$ cat src/rtl/mux2_arb_pkg.sv
// Shared types and constants for the two-requester mux arbiter.
// Holds the FSM state encoding, the grant-counter width and the reset
// value of the "last served" flag.
package mux2_arb_pkg;

    typedef enum logic [1:0] {
        IDLE = 2'd0,
        G0   = 2'd1,
        G1   = 2'd2
    } state_t;

    // Width of the optional per-requester grant-entry counters.
    localparam int CNT_W = 16;

    // After reset requester 1 counts as last served, so requester 0 wins the first tie.
    localparam logic LAST_RST = 1'b1;

    localparam logic [CNT_W-1:0] CNT_ONE = {{(CNT_W-1){1'b0}}, 1'b1};

    // Saturating increment for the grant-entry counters.
    function automatic logic [CNT_W-1:0] sat_inc(input logic [CNT_W-1:0] v);
        return (v == {CNT_W{1'b1}}) ? v : v + CNT_ONE;
    endfunction

endpackage

$ cat src/rtl/mux2_w.sv
// DW-wide 2:1 mux. sel=0 passes a, sel=1 passes b.
module mux2_w #(
    parameter int DW = 8
) (
    input  logic          sel,
    input  logic [DW-1:0] a,
    input  logic [DW-1:0] b,
    output logic [DW-1:0] y
);

    assign y = sel ? b : a;

endmodule

$ cat src/rtl/mux2_arbiter.sv
// Round-robin arbiter that owns the select line of a shared 2:1 mux.
// One requester holds the grant for bursts of up to MAX_BURST beats while
// the other is waiting; handover between requesters has no idle cycle.
// Optional feature: define MUX2_ARB_CNT_EN to add the gnt_cnt0/gnt_cnt1
// grant-entry counters (16-bit, saturating).
//
// Output handshake: a beat transfers on every rising edge where
// out_valid & out_ready are both 1. out_valid follows the granted req
// combinationally and out_data is 0 whenever out_valid is 0. The granted
// requester must hold its data stable while stalled; dropping req during a
// stall abandons the beat without a transfer.
module mux2_arbiter
    import mux2_arb_pkg::*;
#(
    parameter int DW        = 8,
    parameter int MAX_BURST = 4
) (
    input  logic          clk,
    input  logic          rst_n,
    input  logic          req0,
    input  logic [DW-1:0] in0,
    input  logic          req1,
    input  logic [DW-1:0] in1,
    output logic          gnt0,
    output logic          gnt1,
    output logic          sel,
    output logic          out_valid,
    input  logic          out_ready,
    output logic [DW-1:0] out_data,
    output logic          busy
`ifdef MUX2_ARB_CNT_EN
    ,
    output logic [CNT_W-1:0] gnt_cnt0,
    output logic [CNT_W-1:0] gnt_cnt1
`endif
);

    localparam int BW = $clog2(MAX_BURST + 1);
    localparam logic [BW-1:0] CNT_LAST = BW'(MAX_BURST - 1);
    localparam logic [BW-1:0] BEAT_ONE = BW'(1);

    state_t        state_q, nxt_state;
    logic          last_q, nxt_last;
    logic [BW-1:0] beat_cnt_q, nxt_cnt;
    logic          beat;
    logic          cnt_last;
    logic [DW-1:0] mux_y;

    // Shared datapath: the registered sel steers the mux.
    mux2_w #(.DW(DW)) u_mux (
        .sel (sel),
        .a   (in0),
        .b   (in1),
        .y   (mux_y)
    );

    assign out_valid = ((state_q == G0) & req0) | ((state_q == G1) & req1);
    assign out_data  = out_valid ? mux_y : '0;
    assign busy      = (state_q != IDLE);
    assign beat      = out_valid & out_ready;
    assign cnt_last  = (beat_cnt_q == CNT_LAST);

    // Next-state, last-served and burst-count decisions.
    always_comb begin
        nxt_state = state_q;
        nxt_last  = last_q;
        nxt_cnt   = beat_cnt_q;
        case (state_q)
            IDLE: begin
                // On a tie the requester that was not served last wins.
                if (req0 && (!req1 || last_q)) begin
                    nxt_state = G0;
                end else if (req1) begin
                    nxt_state = G1;
                end
            end
            G0: begin
                if (!req0 || (beat && cnt_last && req1)) begin
                    nxt_last  = 1'b0;
                    nxt_cnt   = '0;
                    nxt_state = req1 ? G1 : IDLE;
                end else if (beat) begin
                    nxt_cnt = cnt_last ? '0 : beat_cnt_q + BEAT_ONE;
                end
            end
            G1: begin
                if (!req1 || (beat && cnt_last && req0)) begin
                    nxt_last  = 1'b1;
                    nxt_cnt   = '0;
                    nxt_state = req0 ? G0 : IDLE;
                end else if (beat) begin
                    nxt_cnt = cnt_last ? '0 : beat_cnt_q + BEAT_ONE;
                end
            end
            default: begin
                nxt_state = IDLE;
                nxt_cnt   = '0;
            end
        endcase
    end

    // FSM registers; grant and select outputs are registered from the next state.
    always_ff @(posedge clk or negedge rst_n) begin
        if (!rst_n) begin
            state_q    <= IDLE;
            last_q     <= LAST_RST;
            beat_cnt_q <= '0;
            gnt0       <= 1'b0;
            gnt1       <= 1'b0;
            sel        <= 1'b0;
        end else begin
            state_q    <= nxt_state;
            last_q     <= nxt_last;
            beat_cnt_q <= nxt_cnt;
            gnt0       <= (nxt_state == G0);
            gnt1       <= (nxt_state == G1);
            sel        <= (nxt_state == G1);
        end
    end

`ifdef MUX2_ARB_CNT_EN
    // Count entries into each grant state, saturating at the counter maximum.
    always_ff @(posedge clk or negedge rst_n) begin
        if (!rst_n) begin
            gnt_cnt0 <= '0;
            gnt_cnt1 <= '0;
        end else begin
            if ((nxt_state == G0) && (state_q != G0)) begin
                gnt_cnt0 <= sat_inc(gnt_cnt0);
            end
            if ((nxt_state == G1) && (state_q != G1)) begin
                gnt_cnt1 <= sat_inc(gnt_cnt1);
            end
        end
    end
`endif

endmodule

$ cat config.mk
export PLATFORM = sky130hd
export DESIGN_NAME = mux2_arbiter
export DESIGN_NICKNAME = d
export VERILOG_FILES = /design/src/rtl/mux2_arb_pkg.sv /design/src/rtl/mux2_w.sv /design/src/rtl/mux2_arbiter.sv
export SDC_FILE = /design/constraint.sdc
export NUM_CORES = 1
export LEC_CHECK = 0
export CAP_MARGIN = 20
export CORE_UTILIZATION = 44
export CTS_CLUSTER_DIAMETER = 150
export DETAILED_ROUTE_END_ITERATION = 6
export PLACE_DENSITY = 0.84
export SLEW_MARGIN = 30
export SYNTH_ARGS = -nofsm -noshare
export SYNTH_HDL_FRONTEND = slang
export SYNTH_SLANG_ARGS = --single-unit
$ cat constraint.sdc
create_clock -name clk -period 3.3 [get_ports clk]
set_input_delay 0.33 -clock clk [delete_from_list [all_inputs] [get_ports clk]]
set_output_delay 0.33 -clock clk [all_outputs]
set_load 0.05 [all_outputs]
# == Yosys cells after proc, flatten, opt, wreduce, memory -nomap -nowiden ==
# Cells that the tools add are included.
# totals
ff_bits,8
elab_cells,47
output_inout_bits,13
in_bits,21
# classes
addsub,1
mux,17
reduce_logical,13
n_eq_ne,7
n_bitwise,4
# op_table
op,count
2-to-1 mux 8 bit,2
2-to-1 mux 3 bit,4
2-to-1 mux 2 bit,5
case mux 3 bit (3 select lines),1
case mux 2 bit (3 select lines),1
"== test 2 x 1 -> 1 bit, second input constant",2
"== test 2 bit, second input constant",2
logical AND 1 bit,4
"!= test 2 x 1 -> 1 bit, second input constant",2
nonzero test 2 bit,2
"adder 3 x 1 -> 3 bit, second input constant",1
AND 1 bit,3
"== test 3 x 2 -> 1 bit, second input constant",1
logical OR 1 bit,3
2-to-1 mux 1 bit,3
AND reduction 3 bit,1
zero test 1 bit,2
zero test 2 bit,1
case mux 1 bit (2 select lines),1
bitwise OR 1 bit,1

# == Logic depth before layout (Yosys ltp) ==
# depth
depth_word,10
depth_mapped,8
depth_no_buf,7

# == Cells and area by module ==
# From an unflattened synthesis, not the netlist that was laid out.
# hier_totals
hier_cells,75
area_unflattened_um2,775.7
# modules_own_cells
mod,area_per_inst_um2,seq_area_each_um2,cells_per_inst,n_inst
mux2_arbiter,644.4,201.4,66,1
mux2_w,131.4,0.0,9,1

# == Least setup slack after synthesis ==
# OpenSTA, ideal clock, no wires.
# synth_path
kind,register to output
from,register sel
to,output out_data[0]
path_stages_with_launch,4
arrival_ps,1836
n_path_buf,1
setup_slack_ps,1134
t_required_ps,2970
path_cell_list,dfrtp_1 -> clkbuf_1 -> mux2i_1 -> nor2_1
# synth_via
elab_chain_len,2
# synth_rtl
item,line_no,rtl
"start, declared",mux2_arbiter.sv:26,"output logic sel,"
"start signal, assigned",mux2_arbiter.sv:117,sel <= (nxt_state == G1);
2-to-1 mux 8 bit,mux2_w.sv:11,assign y = sel ? b : a;
2-to-1 mux 8 bit,mux2_arbiter.sv:58,assign out_data = out_valid ? mux_y : '0;
"end, declared",mux2_arbiter.sv:29,"output logic [DW-1:0] out_data,"
# Every way passes these cells.

# == Final worst setup path ==
# layout_path
from,register state_q[0]
to,output out_data[3]
# layout_via
elab_chain_len,4
elab_cells_between_ends,6
cone_classes,eq/ne (2); mux (1); bitwise (3)
# layout_rtl
item,line_no,rtl
"start, declared",mux2_arbiter.sv:42,"state_t state_q, nxt_state;"
"start signal, assigned",mux2_arbiter.sv:112,state_q <= nxt_state;
== test 2 x 1 -> 1 bit / == test 2 bit (equally long branches),mux2_arbiter.sv:57,assign out_valid = ((state_q == G0) & req0) | ((state_q == G1) & req1);
AND 1 bit,mux2_arbiter.sv:57,
bitwise OR 1 bit (*),mux2_arbiter.sv:57,
2-to-1 mux 8 bit (*),mux2_arbiter.sv:58,
# Every way passes the cells marked *; elsewhere a longest branch is shown, timed or not.

==> flow_summary.yaml <==
critical_path:
  rr_startpoint: "state_q[1]"
  timing.rr.end: "beat_cnt_q[1]"
  worst_setup_path_end_kind: "primary output"
  start_kind: "flop"
  slowest_delay_ns: 0.81
  cp-endpoint: "out_data[3]"
  worst-setup-path-type: "reg -> out"
  cp.required_ns: 2.97
  ff2ff_path_depth: 7
  path_max_fanout: 9
  worstPathCellList: "inv_1, ha_1, a22oi_4, nor2_1, clkdlybuf4s50_1"
  cp_slowest_cell: "clkdlybuf4s50_1"
  r2r_slack_ns: 1.40
  crit_start: "state_q[0]"
  cp.arrival_ns: 2.23
place:
  numPortBuffers: 33
  preCtsSetupSlack_ns: 0.744
  dp_hpwl_um: 1330
  place.gp.congestion: 0.830
synth:
  ys_async_sr_fraction_pct: 100
  yosysWarnings: 0
  synthFlopType: "dfrtp_1"
  synth_seq_cells: 8
  postSynthCellCount: 77
  synth_edf_count: 0
  ys_seq_area_share_pct: 27.0
  synth_nets: 103
  avgSynthCellArea_um2: 9.68
  synth_cell_types: 34
  syn_area_um2: 746
cells_and_area:
  area_delta_synth_final_pct: 45.3
  fin_nets: 136
  ff_latch_area_um2: 201
  drive_gt1_share_pct: 12.8
  multi_input_comb_area_um2: 479
  n_fill_cell: 120
  num_antenna_cells: 0
sta:
  layout_setup_ws_ns: 0.738
  fin_skew_ns: 0.00725
  finalSetupViolations: 0
  fin_crit_sh_pct: 77.6
  finalSetupTns_ns: 0
  max_freq_mhz: 390
  tightestPinTransition_ns: 0.498
  rsz0062_at_grt: "no"
  fin_crit_ns: 2.56
  final-hold-violation-count: 0
  slew_headroom_pct: 66.7
  slew_viol_final: 0
clock_network:
  clock_path_buffers: 2
  cts-root-buf: "clkbuf_4"
  hold_buffers: 0
  clock_latency_ns: 0.25
  cts.htree.levels: 1
  clkSinkCount: 8
  numCtsBuffers: 3
  post_cts_buffers: 0
  cts.reportedPaths.clkPinSlew_ns: 0.05
  cts_tree: "built"
  post_cts_resized: 0
detailed_routing:
  drt_first_pass_iters: 4
  ant_nets: 0
  route.detailed.drc: 0
  vias: 673
  drt-initial-drc-count: 6
  vias_per_cell: 5.38
  wl_per_cell_um: 13.0
  finalWirelength_um: 1630
floorplanning:
  floorplan.rows: 14
  core_region_area_um2: 1540
  ios: 34
  dieArea_um2: 1860
  die-height_um: 43.2
  start_util_pct: 48.4
  die_w_um: 43.2
grt:
  grt_max_degree: 12
  gr-total-overflow: 0
  track_usage_pct: 19.5
  antenna_found_initial: 0
  grt_pass1_vias: 627
  grt_pass1_wl_um: 2650
outcome:
  outcome: "finished clean"
power:
  powerDensity_nw_per_um2: 771
  p_leak_nw: 0.482
  max-vdd-ir-drop_v: 0.000521
flow_run:
  drv_cap: 0
worst_hold_path:
  hp-class: "in -> async"
[how the worst min path moves through the flow]
stage,from,to,slack [ns]
global placement,beat_cnt_q[1],beat_cnt_q[1],0.49
floorplan,rst_n,beat_cnt_q[0],0.03
finish,rst_n,beat_cnt_q[1],0.35
detailed placement,beat_cnt_q[1],beat_cnt_q[1],0.50
CTS,rst_n,sel,0.34
global route,rst_n,beat_cnt_q[2],0.34
[layout by cell type (no fill, tap or decap), types with 2 or more instances in the layout]
master / netlist / final
clkdlybuf4s50_1: 0 / 33
nor2_1: 12 / 12
mux2i_1: 9 / 9
dfrtp_1: 7 / 7
inv_1: 6 / 6
ha_1: 5 / 5
a21oi_1: 3 / 3
o21ai_0: 3 / 3
clkbuf_4: 0 / 3
o22ai_1: 2 / 2
nand3b_1: 2 / 2
nor3b_1: 2 / 2
a22o_1: 2 / 2
[routing by layer]
layer  global-route usage [%]  vias to the layer above  wire length (µm)
met5                        0                        -                 0
met4                     13.3                        0                 8
met3                     6.81                        2               182
met2                     31.6                       37               776
met1                     20.8                      295               663
li1                         -                      339                 -
[final cells by class]
cell class / instances / share of cell area, %
inverter: 7 / 2.42
multi-input combinational: 57 / 44.2
clock buffer: 4 / 2.42
tap: 16 / 1.85
timing repair buffer: 33 / 30.5
sequential: 8 / 18.6
[critical path, delay by kind of cell, from the launching register on]
kind            cells  cell delay [ns]
simple gates        1             0.14
buf+inv             2             0.93
compound gates      1             0.15
flops               1             0.43
fa+ha+maj           1             0.35
[logic make-up after synthesis]
| family | share of synthesized area [%] |
|---|---|
| AND/OR/NAND/NOR | 23.0 |
| buffers and inverters | 8.72 |
| multiplexers | 13.6 |
| flip-flops | 27.0 |
| adder cells (fa/ha/maj) | 8.39 |
| AO/OA/AOI/OAI | 19.3 |
[metrics by stage]
stage	power (mW)	utilization [%]	cells	cell area (µm²)	hold WS, ns
after global routing	0.900	70.3	125	1080	0.342
final	0.835	70.3	125	1080	0.347
after floorplan	0.603	-	77	746	0.0344
after CTS	0.845	70.3	125	1080	0.342
after detailed placement	0.763	68.6	121	1060	0.497
after global placement	0.753	68.6	121	1060	0.490
[where the power goes]
part | total [mW] | internal, mW | switching [mW]
Clock | 0.0764 | 0.0460 | 0.0303
Sequential | 0.170 | 0.127 | 0.0426
Combinational | 0.589 | 0.235 | 0.354
[registers in the layout, indices dropped and copies added, names as in the netlist]
signal	flops
last_q	1
beat_cnt_q	3
sel	1
gnt0	1
state_q	2
[synthesized netlist by cell type (all sizes together) (2+ instances only)]
cell | n | area share (%)
o22ai | 2 | 1.7
o21ai | 3 | 2.0
nor3b | 3 | 3.7
nor2 | 12 | 6.0
a22oi | 2 | 3.9
nand3b | 2 | 2.0
ha | 5 | 8.4
a21oi | 3 | 2.0
and3 | 3 | 3.4
buf | 3 | 4.0
a22o | 2 | 2.3
clkbuf | 2 | 1.2
mux2i | 9 | 12
dfrtp | 7 | 23
inv | 7 | 3.5
nand4b | 2 | 4.4
No activity file was read; power rests on OpenSTA's default activity.
